`config.mk`:
```
export PLATFORM = sky130hd
export DESIGN_NAME = exc_unit
export DESIGN_NICKNAME = d
export VERILOG_FILES = /design/src/rtl/cpuconst_pkg.sv /design/src/rtl/exc_chain.sv /design/src/rtl/exc_unit.sv
export SDC_FILE = /design/constraint.sdc
export NUM_CORES = 1
export LEC_CHECK = 0
export ABC_CLOCK_PERIOD_IN_PS = 5670
export CAP_MARGIN = 0
export CORE_AREA = 2 2 168 170
export DETAILED_ROUTE_END_ITERATION = 8
export DIE_AREA = 0 0 170 172
export GPL_TIMING_DRIVEN = 0
export PLACE_DENSITY = 0.74
export SLEW_MARGIN = 20
export SYNTH_ARGS = -nofsm -noshare
export SYNTH_HDL_FRONTEND = slang
export SYNTH_SLANG_ARGS = --single-unit
```
`constraint.sdc`:
```
create_clock -name clk -period 5.67 [get_ports clk]
set_input_delay 1.134 -clock clk [delete_from_list [all_inputs] [get_ports clk]]
set_output_delay 1.134 -clock clk [all_outputs]
set_load 0.005 [all_outputs]
```
`src/rtl/cpuconst_pkg.sv`:
```
// cpuconst: shared constants for the exception unit (ExcCodes, status bits, vectors).
package cpuconst;

    localparam logic [4:0] EXC_INT  = 5'd0;
    localparam logic [4:0] EXC_MOD  = 5'd1;
    localparam logic [4:0] EXC_TLBL = 5'd2;
    localparam logic [4:0] EXC_TLBS = 5'd3;
    localparam logic [4:0] EXC_ADES = 5'd5;

    localparam int ST_IE  = 0;
    localparam int ST_EXL = 1;
    localparam int ST_ERL = 2;
    localparam int ST_BEV = 22;

    localparam logic [63:0] VEC_BASE_BEV   = 64'hFFFF_FFFF_BFC0_0200;
    localparam logic [63:0] VEC_BASE_NORM  = 64'hFFFF_FFFF_8000_0000;
    localparam logic [63:0] VEC_OFF_REFILL = 64'h0;
    localparam logic [63:0] VEC_OFF_GEN    = 64'h180;

    typedef enum logic [1:0] {RUN, KILL, VEC} exc_state_e;

    typedef struct packed {
        logic       valid;
        logic [4:0] code;
    } exc_ent_t;

    // TLB refill misses get the dedicated offset only when not already at exception level
    function automatic logic [63:0] vec_target(input logic bev, input logic exl, input logic [4:0] code);
        return (bev ? VEC_BASE_BEV : VEC_BASE_NORM) +
               ((!exl && (code == EXC_TLBL || code == EXC_TLBS)) ? VEC_OFF_REFILL : VEC_OFF_GEN);
    endfunction

endpackage

```
`src/rtl/exc_chain.sv`:
```
// exc_chain: carries per-instruction exception {valid, code} from IC through RF and EX to DC.
module exc_chain
    import cpuconst::*;
(
    input  logic       clk,
    input  logic       rst_n,
    input  logic       phi2,
    input  logic       stall,
    input  logic       clr,
    input  logic       ic_req,
    input  logic [4:0] ic_code,
    input  logic       rf_req,
    input  logic [4:0] rf_code,
    input  logic       ex_req,
    input  logic [4:0] ex_code,
    output exc_ent_t   dc_ent
);

    exc_ent_t rf_q, rf_d, ex_q, ex_d, dc_q, dc_d;

    // An older entry already held for the instruction masks the current stage's request
    always_comb begin
        rf_d = rf_q;
        ex_d = ex_q;
        dc_d = dc_q;
        if (clr) begin
            rf_d = '0;
            ex_d = '0;
            dc_d = '0;
        end else if (!stall) begin
            rf_d = exc_ent_t'{ic_req, ic_code};
            ex_d = rf_q.valid ? rf_q : exc_ent_t'{rf_req, rf_code};
            dc_d = ex_q.valid ? ex_q : exc_ent_t'{ex_req, ex_code};
        end
    end

    always_ff @(posedge clk or negedge rst_n) begin
        if (!rst_n) begin
            rf_q <= '0;
            ex_q <= '0;
            dc_q <= '0;
        end else if (phi2) begin
            rf_q <= rf_d;
            ex_q <= ex_d;
            dc_q <= dc_d;
        end
    end

    assign dc_ent = dc_q;

endmodule

```
`src/rtl/exc_unit.sv`:
```
// exc_unit: exception prioritizer and RUN/KILL/VEC sequencer feeding CP0 and the fetch redirect.
// EXC_INTSYNC_EN adds a 2-flop synchronizer ahead of the interrupt pending register.
module exc_unit
    import cpuconst::*;
(
    input  logic        clk,
    input  logic        rst_n,
    input  logic        phi2,
    input  logic        stall,
    input  logic        ic_req,
    input  logic        rf_req,
    input  logic        ex_req,
    input  logic        dc_req,
    input  logic [4:0]  ic_code,
    input  logic [4:0]  rf_code,
    input  logic [4:0]  ex_code,
    input  logic [4:0]  dc_code,
    input  logic [63:0] dc_pc,
    input  logic        dc_bd,
    input  logic        eret,
    input  logic [4:0]  int_n,
    input  logic [31:0] cp0status,
    input  logic [31:0] cp0cause,
    input  logic [63:0] cp0epc,
    input  logic [63:0] cp0errorepc,
    output logic        cp0setexl,
    output logic [5:0]  cp0setexccode,
    output logic [65:0] cp0setepc,
    output logic        cp0setbadva,
    output logic        cp0setcontext,
    output logic        flush,
    output logic        redirect,
    output logic [63:0] redirect_pc
);

    exc_state_e  state_q, state_d;
    logic [1:0]  cnt_q, cnt_d;
    logic [63:0] tgt_q, tgt_d, rpc_q, rpc_d;
    logic        setexl_q, setexl_d, badva_q, badva_d, ctx_q, ctx_d;
    logic        flush_q, flush_d, redir_q, redir_d;
    logic [5:0]  exccode_q, exccode_d;
    logic [65:0] epc_q, epc_d;
    logic [4:0]  ip_q, ip_d, code;
    logic [7:0]  ip_vec;
    logic        exl, erl, dc_exc, int_pend, take, do_eret, clr;
    logic        unused_bits;
    exc_ent_t    dc_ent;

    exc_chain u_chain (
        .clk     (clk),
        .rst_n   (rst_n),
        .phi2    (phi2),
        .stall   (stall),
        .clr     (clr),
        .ic_req  (ic_req),
        .ic_code (ic_code),
        .rf_req  (rf_req),
        .rf_code (rf_code),
        .ex_req  (ex_req),
        .ex_code (ex_code),
        .dc_ent  (dc_ent)
    );

`ifdef EXC_INTSYNC_EN
    logic [4:0] s1_q, s1_d, s2_q, s2_d;
    always_comb begin
        s1_d = ~int_n;
        s2_d = s1_q;
        ip_d = s2_q;
    end
    always_ff @(posedge clk or negedge rst_n) begin
        if (!rst_n) begin
            s1_q <= '0;
            s2_q <= '0;
        end else if (phi2) begin
            s1_q <= s1_d;
            s2_q <= s2_d;
        end
    end
`else
    always_comb ip_d = ~int_n;
`endif

    assign unused_bits = ^{cp0status[31:23], cp0status[21:16], cp0status[7:3],
                           cp0cause[31:16], cp0cause[14:10], cp0cause[7:0]};

    always_comb begin
        exl      = cp0status[ST_EXL];
        erl      = cp0status[ST_ERL];
        ip_vec   = {cp0cause[15], ip_q, cp0cause[9:8]};
        int_pend = cp0status[ST_IE] & ~exl & ~erl & |(ip_vec & cp0status[15:8]);
        dc_exc   = dc_ent.valid | dc_req;
        code     = dc_ent.valid ? dc_ent.code : dc_req ? dc_code : EXC_INT;
        take     = state_q == RUN && (dc_exc || int_pend);
        do_eret  = state_q == RUN && !take && eret;
        clr      = state_q != RUN || take || do_eret;
    end

    always_comb begin
        state_d   = state_q;
        cnt_d     = cnt_q;
        tgt_d     = tgt_q;
        rpc_d     = rpc_q;
        setexl_d  = 1'b0;
        exccode_d = '0;
        epc_d     = '0;
        badva_d   = 1'b0;
        ctx_d     = 1'b0;
        flush_d   = 1'b0;
        redir_d   = 1'b0;
        if (take) begin
            state_d   = KILL;
            cnt_d     = 2'd2;
            flush_d   = 1'b1;
            setexl_d  = 1'b1;
            exccode_d = {1'b1, code};
            epc_d     = {~exl, dc_bd, dc_bd ? dc_pc - 64'd4 : dc_pc};
            badva_d   = code >= EXC_MOD && code <= EXC_ADES;
            ctx_d     = code >= EXC_MOD && code <= EXC_TLBS;
            tgt_d     = vec_target(cp0status[ST_BEV], exl, code);
        end else if (do_eret) begin
            state_d = KILL;
            cnt_d   = 2'd2;
            flush_d = 1'b1;
            tgt_d   = erl ? cp0errorepc : cp0epc;
        end else if (state_q == KILL) begin
            state_d = cnt_q == 2'd0 ? VEC : KILL;
            cnt_d   = cnt_q == 2'd0 ? cnt_q : cnt_q - 2'd1;
            flush_d = cnt_q != 2'd0;
            redir_d = cnt_q == 2'd0;
            rpc_d   = cnt_q == 2'd0 ? tgt_q : rpc_q;
        end else if (state_q == VEC) begin
            state_d = RUN;
        end
    end

    always_ff @(posedge clk or negedge rst_n) begin
        if (!rst_n) begin
            state_q   <= RUN;
            cnt_q     <= '0;
            tgt_q     <= '0;
            rpc_q     <= '0;
            setexl_q  <= 1'b0;
            exccode_q <= '0;
            epc_q     <= '0;
            badva_q   <= 1'b0;
            ctx_q     <= 1'b0;
            flush_q   <= 1'b0;
            redir_q   <= 1'b0;
            ip_q      <= '0;
        end else if (phi2) begin
            state_q   <= state_d;
            cnt_q     <= cnt_d;
            tgt_q     <= tgt_d;
            rpc_q     <= rpc_d;
            setexl_q  <= setexl_d;
            exccode_q <= exccode_d;
            epc_q     <= epc_d;
            badva_q   <= badva_d;
            ctx_q     <= ctx_d;
            flush_q   <= flush_d;
            redir_q   <= redir_d;
            ip_q      <= ip_d;
        end
    end

    assign cp0setexl     = setexl_q;
    assign cp0setexccode = exccode_q;
    assign cp0setepc     = epc_q;
    assign cp0setbadva   = badva_q;
    assign cp0setcontext = ctx_q;
    assign flush         = flush_q;
    assign redirect      = redir_q;
    assign redirect_pc   = rpc_q;

endmodule

```
==> metrics.cfg, run 1 <==
[floorplan]
rows = 61
die_x_um = 170
start_util_pct = 39.80
die-area_um2 = 29240
dieHeight_um = 172
top_level_ports = 432
core_area_um2 = 27480

[power]
p_leak_nw = 6.668
vdd_drop_max_mv = 0.2096
p_per_area_nw_per_um2 = 392.5

[yosys]
synth_edf_count = 0
yosysUniqueCellTypes = 52
syn_nets = 1270
ys_warn_count = 0
ys.flop_type = dfrtp_1
synth_top_area_cell = dfrtp_1
ys_seq_area_share_pct = 52.87
syn_inst = 975
synth_top_cell_area_share_pct = 52.87
synth_area_per_cell_um2 = 11.21
synthArstFlopShare_pct = 100.0
syn_area_um2 = 10930
synth_area_leaders = dfrtp_1, mux2i_1, mux2_2
yosys_register_bits = 231

[critical_path]
cp_slowest_stage_delay_ns = 0.57
cp.required_ns = 6.07
worstSetupPathType = in2reg
crit_chain = clkdlybuf4s50_1, a22oi_1, and4_1, o21ai_0, and2_1, nor2_1, buf_1, clkbuf_1, mux2_2
worstPathMaxFanout = 10
end_kind = flip-flop
critical_path.slowest_cell = clkbuf_1
start_kind = primary input
arrival_ns = 4.52

[finish]
layout_commonest_cell = clkdlybuf4s50_1
final_nets = 1680
area_growth_pct = 47.12
fin_area_um2 = 16090
drive_gt1_share_pct = 9.266
layout_common_cells = clkdlybuf4s50_1, dfrtp_1, nand2_1
n_antenna_cell = 0

[placement]
dpl.hpwl_mm = 27.28
numPortBuffers = 380
postPlaceCellArea_um2 = 15260
gp_congestion = 0.9365

[sta]
setup_viol = 0
fmax_ghz = 0.2424
fin_crit_ns = 4.125
hold_viol = 0
rsz0062_at_grt = false
relSlewSlack_pct = 30.32
tightest_slew_ns = 1.045
skew_ns = 0.01352
fin_setup_tns_ns = 0
slew_violations = 0
fin_crit_sh_pct = 72.75

[detailed_routing]
vias = 9486
first_pass_iters = 5
viasPerCell = 5.424
drt-wirelength-per-cell_um = 20.29
antenna_left = 0
first_iter_violations = 577
drc = 0
routed_wirelength_mm = 35.48

[clock_tree]
clk_pin_slew_ns = 0.06
cts_tree = yes
clk_latency_ns = 0.53
clock_sinks = 231
holdBufCountCts = 0
cts-root-buf = clkbuf_16
cts_buffers = 25
post_cts_buffers = 0
ctsHtreeMaxLevel = 1
cts_buffer_depth = 3
cts.repair.resized = 0

[global_routing]
overflow = 0
grt_usage_pct = 23.41
grt_pass1_wl_mm = 53.45
grt_start_max_net_pins = 68
grt_pass1_vias = 9346
antenna_found_initial = 0

[run]
cap_violations = 0

[worst_hold_path]
hold_class = reg2reg

[run_status]
status = complete, no violations

## cell usage after synthesis, drive strengths merged, types with 8 or more instances
library cell,instances
a21oi,12
a22o,56
a22oi,8
a31oi,33
buf,12
clkbuf,52
dfrtp,231
inv,12
mux2,64
mux2i,76
nand2,77
nand3,14
nor2,75
nor3,24
nor4,18
o21ai,23
o2bb2ai,19
o31ai,32
or3,15
or4,13
xnor2,33
xor2,22
## cell families after synthesis
family	share of synthesized area, %
flops	52.87
mux	13.55
compound gates	13.27
buf+inv	2.826
xor+xnor	4.406
fa+ha+maj	0.4577
simple gates	12.62
## power breakdown
group          switching, mW  total, mW  internal (mW)
clock                  0.664       1.64          0.979
combinational          0.913       2.15           1.24
sequential             0.301       2.52           2.22
## worst paths after layout
check                                  start  depth (start not counted)  slack [ns]           endpoint
max in group asynchronous              rst_n                          3        4.16  u_chain.dc_ent[5]
worst max register to register       ip_q[3]                          8        2.25     redirect_pc[4]
min in group asynchronous              rst_n                          1        0.50    redirect_pc[16]
worst min register to register     tgt_q[21]                          2        0.47          tgt_q[21]
worst min-delay path               tgt_q[21]                          2        0.47          tgt_q[21]
worst max-delay path            cp0status[8]                          9        1.54     redirect_pc[4]
## per-stage QoR
| stage | std cells | setup slack (ns) | power [mW] | hold WS, ns | util [%] |
|---|---|---|---|---|---|
| 2_1_floorplan | 975 | 2.125 | 3.417 | 0.4429 | - |
| 3_3_place_gp | 1701 | -6.356 | 4.627 | 0.4545 | 55.21 |
| 3_5_place_dp | 1704 | 0.9417 | 4.705 | 0.4606 | 55.53 |
| 4_1_cts | 1749 | 1.484 | 6.367 | 0.4746 | 58.55 |
| 5_1_grt | 1749 | 1.285 | 6.664 | 0.4903 | 58.55 |
| 6_report | 1749 | 1.545 | 6.313 | 0.4710 | 58.55 |
## area by class of cell
cell class	count	area, um2
inverter	13	48.80
clock buffer	36	726.9
fill	2337	11390
sequential	231	5781
multi-input combinational	667	4845
buffer	64	260.3
timing repair buffer	383	3891
tap	346	432.9
clock inverter	9	101.3
## state kept, by name (all words and copies together) (netlist names), 5 cells and up
register,flops
cp0setepc,66
cp0setexccode,5
ip_q,5
redirect_pc,64
tgt_q,64
u_chain.dc_ent,6
u_chain.ex_q,6
u_chain.rf_q,6
## critical path, delay by kind of cell
| family | cells | cell delay, ns |
|---|---|---|
| AO/OA/AOI/OAI | 2 | 0.58 |
| buffers and inverters | 3 | 1.58 |
| multiplexers | 1 | 0.41 |
| AND/OR/NAND/NOR | 3 | 0.82 |
## layer usage
| metal | track usage (%) | vias up | part of all wire (%) |
|---|---|---|---|
| li1 | - | 4383 | - |
| met1 | 29.19 | 4691 | 41 |
| met2 | 40.55 | 354 | 49 |
| met3 | 5.425 | 58 | 7.7 |
| met4 | 7.321 | 0 | 2.8 |
| met5 | 0 | - | 0 |
Power figures use the tool's default switching activity.
==> run 2: changes to the inputs <==
--- a/config.mk
+++ b/config.mk
@@ -5,13 +5,13 @@
 export SDC_FILE = /design/constraint.sdc
 export NUM_CORES = 1
 export LEC_CHECK = 0
-export ABC_CLOCK_PERIOD_IN_PS = 5670
+export ABC_CLOCK_PERIOD_IN_PS = 3300
 export CAP_MARGIN = 0
-export CORE_AREA = 2 2 168 170
+export CORE_MARGIN = 2
+export CORE_UTILIZATION = 40
 export DETAILED_ROUTE_END_ITERATION = 8
-export DIE_AREA = 0 0 170 172
 export GPL_TIMING_DRIVEN = 0
-export PLACE_DENSITY = 0.74
+export PLACE_DENSITY = 0.78
 export SLEW_MARGIN = 20
 export SYNTH_ARGS = -nofsm -noshare
 export SYNTH_HDL_FRONTEND = slang
==> constraint.sdc (replaced) <==
create_clock -name clk -period 3.3 [get_ports clk]
set_input_delay 0.66 -clock clk [delete_from_list [all_inputs] [get_ports clk]]
set_output_delay 0.66 -clock clk [all_outputs]
set_load 0.005 [all_outputs]
==> run 2 against run 1 <==
Non-clock buffer count is 1 lower. Critical path type unchanged. Final cell count is 0.11% lower. Combinational power rose by 73%.
==> metrics.cfg, run 2 (synthesis results as in run 1) <==
[run_status]
status = complete, no violations

[sta]
fin_crit_ns = 3.193
slew_violations = 0
relSlewSlack_pct = 32.34
rsz0062_at_grt = false
setup_viol = 0
fin_crit_sh_pct = 96.76
timing.hold.ws_ns = 0.06631
tightest_slew_ns = 1.015
skew_ns = 0.01498
hold_viol = 0
fmax_ghz = 0.3132

[detailed_routing]
antenna_left = 0
vias = 9486
drc = 0
viasPerCell = 5.430
first_iter_violations = 697
drt-wirelength-per-cell_um = 20.44
first_pass_iters = 5
routed_wirelength_mm = 35.71

[floorplan]
dieHeight_um = 169.3
die-area_um2 = 28670
rows = 60
top_level_ports = 432
start_util_pct = 40.68
die_x_um = 169.3
core_area_um2 = 26880

[power]
combPwrFrac_pct = 33.7
p_leak_nw = 6.711
seqPwrFrac_pct = 39.3
clkPwrFrac_pct = 26.9
switching_share_pct = 29.91
p_per_area_nw_per_um2 = 681.3
finalPower_mw = 10.99
p_switching_mw = 3.288
p_int_mw = 7.704
vdd_drop_max_mv = 0.4156

[placement]
postPlaceCellArea_um2 = 15220
gp_congestion = 0.9429
dpl.hpwl_mm = 27.07
numPortBuffers = 380
dp_cells = 1698

[global_routing]
grt_usage_pct = 24.41
grt_pass1_vias = 9786
overflow = 0
grt_start_max_net_pins = 93
antenna_found_initial = 1
grt_pass1_wl_mm = 54.48

[critical_path]
cp_slowest_stage_delay_ns = 0.64
reg2reg_depth = 8
cp.required_ns = 3.68
critPathMostFrequentCell = or4_1
cp_num_buf_inv = 2
critical-path-top-delay-family = simple AND/OR/NAND/NOR gates
start_kind = primary input
worstSetupPathType = in2reg
cp-startpoint = dc_pc[27]
reg2reg_slack_ns = 0.39
worstPathMaxFanout = 6
r2r-start = ip_q[2]
end_kind = flip-flop
critical_path.slowest_cell = or4_1
r2r-end = redirect_pc[0]
arrival_ns = 3.57
crit_chain = clkdlybuf4s50_1, or4_1, or2_2, clkbuf_1, or4_1, nor3_1, mux2i_1, o21ai_0

[clock_tree]
clock_sinks = 231
holdBufCountCts = 0
cts_tree = yes
clk_pin_slew_ns = 0.06
cts-root-buf = clkbuf_16
cts_buffers = 26
ctsHtreeMaxLevel = 1
post_cts_buffers = 0
clk_latency_ns = 0.53
cts_buffer_depth = 3

[finish]
final_nets = 1680
fin_area_um2 = 16130
regArea_um2 = 5781
drive_gt1_share_pct = 10.25
stdcell_count = 1747
layout_commonest_cell = clkdlybuf4s50_1
layout_common_cells = clkdlybuf4s50_1, dfrtp_1, nand2_1
utilization_pct = 60.03
multiInputGateArea_um2 = 4857
nFillCells = 2253
area_growth_pct = 47.55
largest_reg_flops = 66

[worst_hold_path]
hold_class = in2async

[run]
cap_violations = 0

[run 2: changes by cell type in the layout (fill, tap and decap cells not counted), moves of 2 or more]
cell | previous run | this run
clkbuf_2 | 0 | 5
clkbuf_1 | 57 | 49
clkinv_2 | 5 | 8
clkinv_4 | 0 | 2
clkbuf_16 | 25 | 27
[run 2: worst max path at each step]
stage	cells past startpoint	slack, ns	endpoint
after floorplan	7	0.23	cp0setepc[63]
after global placement	1	-8.15	redirect_pc[57]
after detailed placement	9	-0.86	redirect_pc[0]
after CTS	9	0.01	redirect_pc[51]
after global routing	8	0.003	cp0setepc[51]
final	8	0.11	cp0setepc[61]
[run 2: layout make-up]
cell class | count | share of cell area [%]
clock inverters | 14 | 0.8298
repair buffers | 382 | 23.95
inverters | 13 | 0.3025
plain buffers | 64 | 1.660
clock buffers | 34 | 4.661
well taps | 341 | 2.645
multi-input cells | 667 | 30.11
flip-flops and latches | 231 | 35.83
diodes | 1 | 0.01551
[run 2: worst reg2reg max path, delay by kind of cell, from the launching register on]
family	cells	cell delay (ns)
DFF	1	0.39
and+or+nand+nor	3	0.82
muxes	1	0.39
buffers and inverters	2	0.76
AOI/OAI and AO/OA	2	0.44
[run 2: metal layers]
layer	global-route usage (%)	vias to the layer above	part of all wire, %
li1	-	4383	-
met1	30.88	4583	40
met2	40.48	422	48
met3	5.457	98	7.5
met4	10.37	0	4.8
met5	0	-	0
[run 2: repair_timing]
action,4_1_cts,5_1_grt
gates resized for setup,3,10
pin swaps,0,0
setup endpoints to repair,43,37
[run 2: power groups by stage]
stage               clock, mW  sequential (mW)  combinational (mW)
global route             3.14             4.44                4.01
detailed placement          0             4.36                3.72
floorplan                   0             4.31                1.56
global placement            0             4.32                3.61
CTS                      3.02             4.32                3.74
finish                   2.96             4.32                3.71
[run 2: metrics by stage]
step | setup WS (ns) | TNS [ns]
2_1_floorplan | 0.2289 | 0
3_3_place_gp | -8.154 | -1940.68
3_5_place_dp | -0.8604 | -63.61
4_1_cts | 0.01400 | 0
5_1_grt | 0.002662 | 0
6_report | 0.1070 | 0
